===== config.mk =====
export PLATFORM = sky130hd
export DESIGN_NAME = shift_register_piso_tx
export DESIGN_NICKNAME = d
export VERILOG_FILES = /design/src/rtl/shift_register_piso_tx.sv
export SDC_FILE = /design/constraint.sdc
export NUM_CORES = 1
export LEC_CHECK = 0
export CORE_UTILIZATION = 28
export CTS_CLUSTER_DIAMETER = 120
export CTS_CLUSTER_SIZE = 28
export DETAILED_ROUTE_END_ITERATION = 6
export GPL_ROUTABILITY_DRIVEN = 0
export PLACE_DENSITY_LB_ADDON = 0.1
export SYNTH_ARGS = -nofsm -noshare
export SYNTH_HDL_FRONTEND = slang
export SYNTH_SLANG_ARGS = --single-unit
export TNS_END_PERCENT = 100

===== constraint.sdc =====
create_clock -name clk -period 1.6 [get_ports clk]
set_input_delay 0.32 -clock clk [delete_from_list [all_inputs] [get_ports clk]]
set_output_delay 0.32 -clock clk [all_outputs]
set_load 0.02 [all_outputs]

===== src/rtl/shift_register_piso_tx.sv =====
// Parallel-in/serial-out transmitter: takes an N-bit word on a valid/ready
// handshake and shifts it out one bit per clock with a qualifying strobe.
module shift_register_piso_tx #(
  parameter int unsigned N         = 8,
  parameter bit          MSB_FIRST = 1'b1
) (
  input  logic         clk,
  input  logic         reset,
  input  logic         load_valid,
  output logic         load_ready,
  input  logic [N-1:0] PI,
  output logic         SO,
  output logic         so_valid,
  output logic         busy,
  output logic         done
);

  localparam int unsigned CW = (N > 1) ? $clog2(N) : 1;
  localparam logic [CW-1:0] CNT_LAST = CW'(N - 1);

  typedef enum logic {
    IDLE  = 1'b0,
    SHIFT = 1'b1
  } state_t;

  state_t         state;
  logic [N-1:0]   sreg;
  logic [CW-1:0]  cnt;
  logic           last_bit;
  logic           accept;
  logic [N-1:0]   sreg_shifted;

  // Final bit of the word in flight is on the line this cycle
  assign last_bit = (state == SHIFT) && (cnt == CNT_LAST);

  // Ready may only look at reset and state, never at PI/load_valid
  assign load_ready = !reset && ((state == IDLE) || last_bit);
  assign accept     = load_valid && load_ready;

  // Shift toward the output end with zero fill
  assign sreg_shifted = MSB_FIRST ? {sreg[N-2:0], 1'b0} : {1'b0, sreg[N-1:1]};

  always_ff @(posedge clk) begin
    if (reset) begin
      state <= IDLE;
      sreg  <= '0;
      cnt   <= '0;
    end else if (accept) begin
      // Covers both a fresh load from IDLE and a back-to-back reload
      state <= SHIFT;
      sreg  <= PI;
      cnt   <= '0;
    end else if (state == SHIFT) begin
      sreg <= sreg_shifted;
      if (last_bit) begin
        state <= IDLE;
        cnt   <= '0;
      end else begin
        cnt <= cnt + CW'(1);
      end
    end
  end

  // Outputs decode registered state only; the line idles low
  assign SO       = (state == SHIFT) && (MSB_FIRST ? sreg[N-1] : sreg[0]);
  assign so_valid = (state == SHIFT);
  assign busy     = (state == SHIFT);
  assign done     = last_bit;

endmodule


== After elaboration in Yosys (flattened, before gate mapping) ==
Index checks and enable logic that the tools add are counted.

* Bits in registers: 12
* Bits in latches: 0
* Memory bits (writable): 0
* Bits in read-only memories: 0
* Output and inout port bits: 5
* Word-level logic and storage cells: 20
* Memories kept: 0

* Add/subtract/negate cells: 1
* Multiply operators: 0
* Divide/modulo/power cells: 0
* $lt $le $gt $ge: 0
* Equal/unequal tests: 1
* Shift-type cells: 0
* Multiplexer cells: 6
* Bitwise gates (word level): 1
* Reductions and logical operators: 8

{| class="wikitable"
|+ Operators by type and width
! operator !! count
|-
| $mux W8 || 2
|-
| $logic_and A1 B1 Y1 || 4
|-
| $add A3 B1 Y3 const B || 1
|-
| $eq A3 B3 Y1 const B || 1
|-
| $mux W1 || 3
|-
| $mux W3 || 1
|-
| $reduce_bool A2 Y1 || 1
|-
| $reduce_or A2 Y1 || 1
|-
| $logic_not A1 Y1 || 1
|-
| $logic_or A1 B1 Y1 || 1
|-
| $not A1 Y1 || 1
|}

== Depth between registers and ports, before layout ==
* Depth in word-level cells: 6
* Mapped depth: 6

== Worst setup path before layout ==
OpenSTA, ideal clock, no wires.

* Path type: flip-flop to output port
* From: register cnt[0]
* To: output port load_ready
* Arrival time: 1028 ps
* Data required time: 1280 ps
* Slack: 252 ps
* Stages on the path, launching flop included: 5
* Buffers on the path: 0
* Cell sequence: dfxtp_1 > ha_1 > ha_1 > nor2b_1 > nor2_1

* Word-level cells in the longest chain between the ends: 4

{| class="wikitable"
|+ Ends and longest elaborated chain
! element !! RTL line !! RTL
|-
| start, declared || 28 || <nowiki>logic [CW-1:0] cnt;</nowiki>
|-
| start signal, assigned || 59 || <nowiki>cnt <= cnt + CW'(1);</nowiki>
|-
| $eq A3 B3 Y1 || 34 || <nowiki>assign last_bit = (state == SHIFT) && (cnt == CNT_LAST);</nowiki>
|-
| $logic_and A1 B1 Y1 || 34 ||
|-
| $logic_or A1 B1 Y1 || 37 || <nowiki>assign load_ready = !reset && ((state == IDLE) || last_bit);</nowiki>
|-
| $logic_and A1 B1 Y1 || 37 ||
|-
| end, declared || 10 || <nowiki>output logic load_ready,</nowiki>
|}

Every way passes these cells.

== Worst setup path after layout ==
* From: register cnt[0]
* To: output port done

* Word-level cells in the longest chain between the ends: 2

{| class="wikitable"
|+ Ends and longest elaborated chain
! element !! RTL line !! RTL
|-
| $eq A3 B3 Y1 || 34 ||
|-
| $logic_and A1 B1 Y1 || 34 ||
|-
| end, declared || 15 || <nowiki>output logic done</nowiki>
|}

Every way passes these cells.

==> impl_metrics.toml <==
[status]
outcome = "finished, final reports clean"

[worst_setup_path]
arrival_ps = 1230
cp_common_cell = "ha_4"
r2r-end = "sreg[7]"
path_cells = "ha_4 > ha_4 > and2_1 > buf_4"
startpoint_type = "register"
endpoint_kind = "output port"
cp.buffers_inverters = 1
r2r_cells = 6
slowest_delay_ps = 340
worst-r2r-setup-slack_ps = 210
required_ps = 1280
crit-reg2reg-launch = "cnt[0]"
critPathKind = "reg2out"
cp_max_fo = 3
cp_slowest_cell = "dfxtp_2"
critical_path.top_delay_family = "flip-flops"

[placement]
place_area_sq_um = 845.8
pre_cts_slack_ps = -223.6
placement.io_buffers = 15
dp.cells = 105
dpl.hpwl_um = 890

[pwr]
p_sw_mw = 0.1816
max-vdd-ir-drop_mv = 0.3272
p_leak_nw = 0.3521
pwr-share-comb = 0.230
seqPwrFrac = 0.494
sw_frac_of_total = 0.2693
pwr-share-clk = 0.276
p_per_area_nw_per_um2 = 744.3
intPower_mw = 0.4927
power_mw = 0.6743

[global_routing]
grt-ovfl-total = 0
grt_pass1_wl_um = 2208
grt_max_degree = 15
antenna_found_initial = 0
grt_pass1_vias = 519
track_usage = 0.1164

[yosys]
syn_avg_cell_area_sq_um = 11.12
synth_seq_area_share = 0.3542
synth_cell_type_count = 21
syn_area_sq_um = 678.2
synth-seq-cells = 12
syn_nets = 74
syn_inst = 61
yosys_warnings = 0

[clock_tree]
clkTransAtPathRegs_ps = 70
ctsHoldBuffers = 0
clock-sinks = 12
cts_made_buffers = 3
clk_path_buf_depth = 2
insertion_delay_ps = 270
cts_tree = "yes"
clockRootBuffer = "clkbuf_4"
htreeDepth = 1

[sta]
tightest_slew_ps = 167.6
fmax_mhz = 645.7
setup-violations-final = 0
whs_ps = 561.2
hold_viol = 0
finalCritPeriodShare = 0.9679
skew_ps = 4.055
drv_slew = 0
slew_headroom = 0.8851
period_minus_slack_ps = 1549
setup_slack_ps = 51.33
final.setup.tns_ps = 0
rsz0062_at_grt = "false"

[die]
die_h_um = 51.22
chipWidth_um = 51.22
dieArea_sq_um = 2623
core_sq_um = 2255
initial_core_util = 0.3008
num_io_pins = 16
row_count = 17

[routing]
ant_nets = 0
drt-wirelength-per-cell_um = 12.18
vias = 494
wirelength_um = 1315
first_pass_iters = 4
drc = 0
drt_iter0_markers = 5
vias_per_cell = 4.574

[final_layout]
final_area_sq_um = 905.9
syn2layout_area_growth_pct = 33.58
stdcell_count = 108
final_cell_mix = "mux2i_1 (10), dfxtp_1 (10), clkdlybuf4s50_1 (10)"
layout-drive-gt1-share = 0.2875
num_antenna_cells = 0
fin_nets = 95
fillers = 240
final_util = 0.4018

[hold_path]
hp-start = "cnt[1]"
hold_depth = 2
holdPathEnd = "cnt[1]"
hp-class = "reg2reg"

[run]
maxCapViolCount = 0
kinds of logic after synthesis:
| group | synth area share |
|---|---|
| DFF | 0.3542 |
| and+or+nand+nor | 0.1919 |
| muxes | 0.1476 |
| adders and majority gates | 0.03689 |
| AOI/OAI and AO/OA | 0.1476 |
| buffers and inverters | 0.1218 |
synthesized netlist by cell type:
cell type,count,area [sq um]
a211oi_1,1,7.510
clkbuf_16,1,25.02
buf_12,1,20.02
and2_1,2,12.51
clkbuf_1,1,3.750
buf_4,1,7.510
a21oi_1,1,5.000
mux2i_1,10,100.1
nand3_1,1,5.000
nand2_8,1,20.02
nor2_1,7,26.28
nor3b_1,1,7.510
nand2b_2,1,8.760
a221oi_1,4,35.03
dfxtp_1,12,240.2
o21a_1,1,7.510
buf_8,1,15.01
buf_6,1,11.26
a221oi_2,3,45.04
ha_1,2,25.02
nor2b_1,8,50.05
worst max-delay path by stage:
stage	start	end	slack (ps)	depth (start not counted)
2_1_floorplan	cnt[0]	load_ready	250	4
3_3_place_gp	reset	load_ready	-220	3
3_5_place_dp	reset	load_ready	-220	3
4_1_cts	cnt[0]	load_ready	-20	5
5_1_grt	cnt[0]	load_ready	10	5
6_report	cnt[0]	done	50	4
per-layer routing:
layer  vias up  GRT usage  wire, um
met3         2    0.01786        40
met1       225     0.1324       634
met4         0    0.06757        16
met2        10     0.2039       624
met5         -          0         0
li1        257          -         -
repair_timing:
action / 4_1_cts / 5_1_grt
gates resized for setup: 14 / 10
endpoints found under the setup margin: 5 / 9
setup buffers: 0 / 0
flip-flops by register name (all words and copies together) (netlist names):
register,flops
busy,1
cnt,3
sreg,8
tightest hold or removal path, stage by stage (launching register included):
cell and delay (ps):
dfxtp_2 340, mux2i_1 120, a211oi_1 60
power by group through the flow:
stage	clock network [mW]	logic [mW]	registers, mW
2_1_floorplan	0	0.108	0.337
3_3_place_gp	0	0.154	0.338
3_5_place_dp	0	0.154	0.339
4_1_cts	0.194	0.150	0.332
5_1_grt	0.204	0.169	0.337
6_report	0.186	0.155	0.333
area by class of cell:
cell class,instances,area (sq um),share of cell area
multi-input combinational,43,395.4,0.4365
clock buffer,3,22.52,0.02486
sequential,12,242.7,0.2680
tap,28,35.03,0.03867
timing repair buffer,22,210.2,0.2320
Note: power is estimated with default switching activity, not from simulation.
